$ cat src/rtl/dribbler_drive_ctrl.sv
// ---------------------------------------------------------------------------
// dribbler_drive_ctrl
//
// Drives the dribbler motor H-bridge from the single-bit dribbler request
// produced by the kick/dribbler command-bit extractor.
//   - 2-flop synchroniser on the asynchronous request
//   - soft-start duty ramp (IDLE -> RAMP -> RUN)
//   - glitch-free PWM: duty is shadowed and only changes at the period start
//   - timed active brake after release (BRAKE)
//   - immediate coast shutdown when enable drops
//
// Ports:
//   clk          system clock
//   rst_n        asynchronous active-low reset
//   dribble_req  dribbler request (asynchronous, synchronised here)
//   enable       global motor enable (synchronous to clk)
//   pwm_out      registered PWM gate to the H-bridge
//   brake_out    registered brake command, never high together with pwm_out
//   running      high while the FSM is in RUN
//   duty         currently commanded duty (before the shadow register)
// ---------------------------------------------------------------------------
module dribbler_drive_ctrl #(
  parameter int PWM_BITS      = 8,
  parameter int DUTY_MAX      = 200,
  parameter int DUTY_STEP     = 8,
  parameter int RAMP_STEP_CYC = 1024,
  parameter int BRAKE_CYC     = 4096
) (
  input  logic                clk,
  input  logic                rst_n,
  input  logic                dribble_req,
  input  logic                enable,
  output logic                pwm_out,
  output logic                brake_out,
  output logic                running,
  output logic [PWM_BITS-1:0] duty
);

  localparam logic [1:0] IDLE  = 2'd0;
  localparam logic [1:0] RAMP  = 2'd1;
  localparam logic [1:0] RUN   = 2'd2;
  localparam logic [1:0] BRAKE = 2'd3;

  // Duty parameters are unsigned and truncated to the PWM width.
  localparam logic [PWM_BITS-1:0] DUTY_MAX_W  = DUTY_MAX[PWM_BITS-1:0];
  localparam logic [PWM_BITS-1:0] DUTY_STEP_W = DUTY_STEP[PWM_BITS-1:0];
  localparam logic [PWM_BITS-1:0] DUTY_FIRST  =
    (DUTY_STEP_W < DUTY_MAX_W) ? DUTY_STEP_W : DUTY_MAX_W;

  // Counter period is 2^PWM_BITS-1 so that duty = all-ones is a constant high.
  localparam logic [PWM_BITS-1:0] PWM_LAST = {{(PWM_BITS-1){1'b1}}, 1'b0};

  localparam int STEP_CNT_W  = (RAMP_STEP_CYC > 1) ? $clog2(RAMP_STEP_CYC) : 1;
  localparam int BRAKE_CNT_W = (BRAKE_CYC > 1) ? $clog2(BRAKE_CYC) : 1;
  localparam logic [STEP_CNT_W-1:0]  STEP_LOAD  = STEP_CNT_W'(RAMP_STEP_CYC - 1);
  localparam logic [BRAKE_CNT_W-1:0] BRAKE_LOAD = BRAKE_CNT_W'(BRAKE_CYC - 1);

  logic [1:0]             sync_q;
  logic                   req_s;
  logic [1:0]             state_q, state_d;
  logic [PWM_BITS-1:0]    duty_q, duty_d;
  logic [STEP_CNT_W-1:0]  step_cnt_q, step_cnt_d;
  logic [BRAKE_CNT_W-1:0] brake_cnt_q, brake_cnt_d;
  logic [PWM_BITS-1:0]    pwm_cnt_q, pwm_cnt_d;
  logic [PWM_BITS-1:0]    shadow_q, shadow_d;
  logic                   pwm_q, pwm_d;
  logic                   brake_q, brake_d;
  logic                   shadow_clr;
  logic                   drive_en;
  logic [PWM_BITS:0]      duty_sum;
  logic [PWM_BITS-1:0]    duty_next;

  assign req_s = sync_q[1];

  // One extra bit so the increment can never wrap past DUTY_MAX.
  assign duty_sum  = {1'b0, duty_q} + {1'b0, DUTY_STEP_W};
  assign duty_next = (duty_sum > {1'b0, DUTY_MAX_W}) ? DUTY_MAX_W
                                                     : duty_sum[PWM_BITS-1:0];

  always_comb begin
    // NOTE: every variable gets a default first so no path can infer a latch.
    state_d     = state_q;
    duty_d      = duty_q;
    step_cnt_d  = step_cnt_q;
    brake_cnt_d = brake_cnt_q;
    shadow_clr  = 1'b0;

    if (!enable) begin
      // Coast: no brake, drive removed at the very next edge.
      state_d    = IDLE;
      duty_d     = '0;
      shadow_clr = 1'b1;
    end else begin
      case (state_q)
        IDLE: begin
          duty_d = '0;
          if (req_s) begin
            state_d    = RAMP;
            duty_d     = DUTY_FIRST;
            step_cnt_d = STEP_LOAD;
          end
        end
        RAMP, RUN: begin
          if (!req_s) begin
            state_d     = BRAKE;
            duty_d      = '0;
            brake_cnt_d = BRAKE_LOAD;
            shadow_clr  = 1'b1;
          end else if (state_q == RUN) begin
            duty_d = DUTY_MAX_W;
          end else if (step_cnt_q == '0) begin
            duty_d     = duty_next;
            step_cnt_d = STEP_LOAD;
            if (duty_next == DUTY_MAX_W) state_d = RUN;
          end else begin
            step_cnt_d = step_cnt_q - 1'b1;
          end
        end
        BRAKE: begin
          // Request is ignored here; the brake always runs to completion.
          duty_d = '0;
          if (brake_cnt_q == '0) state_d = IDLE;
          else brake_cnt_d = brake_cnt_q - 1'b1;
        end
        default: begin
          state_d = IDLE;
          duty_d  = '0;
        end
      endcase
    end
  end

  always_comb begin
    pwm_cnt_d = (pwm_cnt_q == PWM_LAST) ? '0 : pwm_cnt_q + 1'b1;
    // Shadow only follows duty at the period start, except forced clears.
    if (shadow_clr)            shadow_d = '0;
    else if (pwm_cnt_q == '0)  shadow_d = duty_q;
    else                       shadow_d = shadow_q;
    // Both outputs are gated by the *next* state, so the edge that enters
    // BRAKE drops pwm and raises brake together with no overlap cycle.
    drive_en = (state_d == RAMP) || (state_d == RUN);
    pwm_d    = drive_en && (pwm_cnt_q < shadow_d);
    brake_d  = (state_d == BRAKE);
  end

  // NOTE: sequential state uses non-blocking assignments so every flop
  // samples the pre-edge values regardless of statement order.
  always_ff @(posedge clk or negedge rst_n) begin
    if (!rst_n) begin
      sync_q      <= '0;
      state_q     <= IDLE;
      duty_q      <= '0;
      step_cnt_q  <= '0;
      brake_cnt_q <= '0;
      pwm_cnt_q   <= '0;
      shadow_q    <= '0;
      pwm_q       <= 1'b0;
      brake_q     <= 1'b0;
    end else begin
      sync_q      <= {sync_q[0], dribble_req};
      state_q     <= state_d;
      duty_q      <= duty_d;
      step_cnt_q  <= step_cnt_d;
      brake_cnt_q <= brake_cnt_d;
      pwm_cnt_q   <= pwm_cnt_d;
      shadow_q    <= shadow_d;
      pwm_q       <= pwm_d;
      brake_q     <= brake_d;
    end
  end

  assign pwm_out   = pwm_q;
  assign brake_out = brake_q;
  assign running   = (state_q == RUN);
  assign duty      = duty_q;

endmodule
$ cat config.mk
export PLATFORM = sky130hd
export DESIGN_NAME = dribbler_drive_ctrl
export DESIGN_NICKNAME = d
export VERILOG_FILES = /design/src/rtl/dribbler_drive_ctrl.sv
export SDC_FILE = /design/constraint.sdc
export NUM_CORES = 1
export LEC_CHECK = 0
export ABC_AREA = 1
export BUFFER_PORTS_ARGS = -buffer_cell sky130_fd_sc_hd__clkbuf_2
export CAP_MARGIN = 5
export CORE_MARGIN = 5
export CORE_UTILIZATION = 30
export CTS_CLUSTER_DIAMETER = 40
export DETAILED_ROUTE_END_ITERATION = 7
export GPL_TIMING_DRIVEN = 1
export PLACE_DENSITY = 0.41
export REMOVE_ABC_BUFFERS = 1
export SLEW_MARGIN = 40
export SYNTH_ARGS = -nofsm -noshare
export SYNTH_HDL_FRONTEND = slang
export SYNTH_SLANG_ARGS = --single-unit
$ cat constraint.sdc
create_clock -name clk -period 3.76 [get_ports clk]
set_clock_uncertainty 0.2 [all_clocks]
set_input_delay 0.564 -clock clk [delete_from_list [all_inputs] [get_ports clk]]
set_output_delay 0.564 -clock clk [all_outputs]
set_load 0.02 [all_outputs]
==> out/results.ini <==
[run_status]
status=finished, final reports clean

[place]
dpl_worst_slack_ps=1020
postPlaceCellArea_um2=3180
numPlacedInstances=517
gpl.final_weighted_congestion=0.791
portBuffers=14
post_dp_hpwl_um=4720

[grt]
grt_first_pass_wirelength_um=11400
pin_count_of_the_biggest_net_entering_global_routing=53
antenna_found_initial=0
number_of_global_route_vias_before_repair=2446
gr-total-overflow=0
grt_usage_pct=11.9

[critical_path]
worstSetupStartpointType=flop
worstPathCellList=inv_1 -> ha_1 -> a21oi_1 -> inv_2 -> nor3_1 -> inv_1 -> ha_1 -> nand2_1 -> nand2_1 -> nor2_1 -> nand3_1 -> a21oi_1
reg2reg_setup_slack_ps=1040
timing.setup.critical_path_class=flop to flop
slowest_stage=dfrtp_1
cpPeakStageDelay_ps=440
cp-end-kind=flop
worst_ep_arrival_time_ps=2750
critical-path-top-delay-family=adder cells
worst_ep_required_time_ps=3790
worst-path-buf-inv=3
critPathMaxFanout=10

[clock_tree]
clock_latency_ps=300
cts_setup_buffers=0
postCtsResizedCells=0
cts.hold.buffers_added=0
tritoncts=yes
cts.htree.levels=2
clkTransAtPathRegs_ps=100
cts_root_buffer=clkbuf_8
numClockSinks=52
cts_max_path_buffers=2
cts_made_buffers=5

[sta]
hold_viol_final=0
fmax_mhz=367
finalMaxSlewViolations=0
worst_slack_ps=1040
grt_setup_unrepaired=no
setup_viol_count_final=0
timing.hold.ws_ps=160
worstMarginPinSlew_ps=729
setup_total_negative_slack_ps=0
timing.final.crit_period_ps=2720
final_min_period_over_clock_period_pct=72.4
slew-limit-headroom_pct=51.0

[route]
via_per_inst=4.44
ant_nets=0
drt-total-wl_um=6370
detail_route.iter0.violations=136
routed-via-count=2329
wire_per_inst_um=12.1
first_pass_iters=4
drcViolationCount=0

[synth]
synthFlopType=dfrtp_1
yosysSeqAreaShare_pct=44.0
number_of_enable_type_register_cells_in_the_synthesized_netlist=0
ys_ff_latch=52
synthesis.area_um2=2960
synthesis.area_per_instance_um2=7.98
netlist_cell_types=36
synthesis_warning_total=0
asyncSetResetFlopFracSynth_pct=100
synthCells=371

[pwr]
ir_worst_vdd_mv=0.206
power_report.internal_total_mw=1.02
combinational_fraction_of_design_power_pct=30.0
power.leakage_nw=1.54
power_switching_share_pct=36.8
share_of_power_burned_in_registers_pct=44.6
p_per_area_nw_per_um2=490
p_switching_mw=0.596
p_clk_share_pct=25.4
total_power_mw=1.62

[floorplanning]
die_width_um=109
floorplan.core_area_um2=9680
floorplan.initialDensity_pct=30.6
die_h_um=109
die_area_um2=12000
io-pin-count=15
placement_rows=36

[finish]
antenna_cells=0
utilization_pct=34.1
mostFrequentLayoutCell=nand2_1
layout.nets=412
commonest_cells_after_routing_fill_and_taps_aside=71 x nand2_1, 52 x dfrtp_1, 50 x inv_1, 50 x nor2_1, 22 x nand3_1
post_layout_nonfiller_instances=525
postLayoutCellArea_um2=3300
post_route_cells_drive_above_1_share_pct=10.7
fill_cells=1062
layout-area-overhead-vs-synth_pct=11.6

[min_path]
hp-class=flop to flop

[run]
max_cap_viol_count=0

[logic make-up (layout without fill, tap and decap cells)]
kind of cell / after synthesis / in the layout / share of synthesized area [%]
compound gates: 51 / 51 / 9.89
xor+xnor: 11 / 11 / 3.25
fa+ha+maj: 17 / 17 / 7.18
buf+inv: 56 / 77 / 7.61
flops: 52 / 52 / 44.0
simple gates: 184 / 184 / 28.1
[flip-flops by register name, summed over array words and instances (netlist names)]
name and flops:
brake_cnt_q 12, step_cnt_q 10, duty 8, pwm_cnt_q 8
shadow_q 8, state_q 2, sync_q 2, brake_out 1
pwm_out 1
[Yosys cell counts (2+ instances only)]
library cell	instances	area, µm²
nor3_1	19	95.1
nand2_2	4	25.0
o21ai_1	13	65.1
a21oi_1	15	75.1
a21boi_1	2	15.0
o22ai_1	2	12.5
o211ai_1	2	15.0
xnor2_1	2	17.5
ha_1	17	213
buf_6	2	22.5
nand4_1	2	12.5
nand3_2	2	20.0
xor2_1	9	78.8
or2_0	2	12.5
inv_2	4	15.0
dfrtp_1	52	1300
nand3_1	22	110
inv_1	50	188
o21ai_0	11	55.1
nand2_1	71	267
nor2_1	50	188
nor4_1	2	12.5
a31oi_1	3	18.8
[power by group through the flow]
stage | Clock [mW] | Combinational [mW] | Sequential, mW
floorplan | 0 | 0.373 | 0.719
global placement | 0 | 0.494 | 0.734
detailed placement | 0 | 0.493 | 0.734
CTS | 0.432 | 0.495 | 0.724
global route | 0.455 | 0.564 | 0.737
finish | 0.412 | 0.485 | 0.723
[per-layer routing]
layer  up-vias  GRT usage, %  wire length [µm]
li1       1236             -                 -
met1      1072          15.6              3120
met2        17          20.4              3080
met5         -             0                 0
met4         0          2.49                61
met3         4          2.17               113
[area by class of cell]
| cell class | instances | area (µm²) | area share [%] |
|---|---|---|---|
| clock inverter | 2 | 38.8 | 1.17 |
| tap | 133 | 166 | 5.04 |
| inverter | 54 | 203 | 6.14 |
| sequential | 52 | 1300 | 39.4 |
| clock buffer | 6 | 82.6 | 2.50 |
| multi-input combinational | 263 | 1430 | 43.4 |
| timing repair buffer | 15 | 77.6 | 2.35 |
[final timing paths]
kind	start	endpoint	depth (start not counted)
setup / recovery	state_q[1]$_DFF_PN0_	pwm_out$_DFF_PN0_	12
max in group asynchronous	rst_n	brake_cnt_q[10]$_DFFE_PN0P_	2
min in group asynchronous	rst_n	shadow_q[3]$_DFF_PN0_	2
setup reg to reg	state_q[1]$_DFF_PN0_	pwm_out$_DFF_PN0_	12
hold / removal	sync_q[0]$_DFF_PN0_	sync_q[1]$_DFF_PN0_	0
hold reg to reg	sync_q[0]$_DFF_PN0_	sync_q[1]$_DFF_PN0_	0
(Power assumes the default switching activity.)
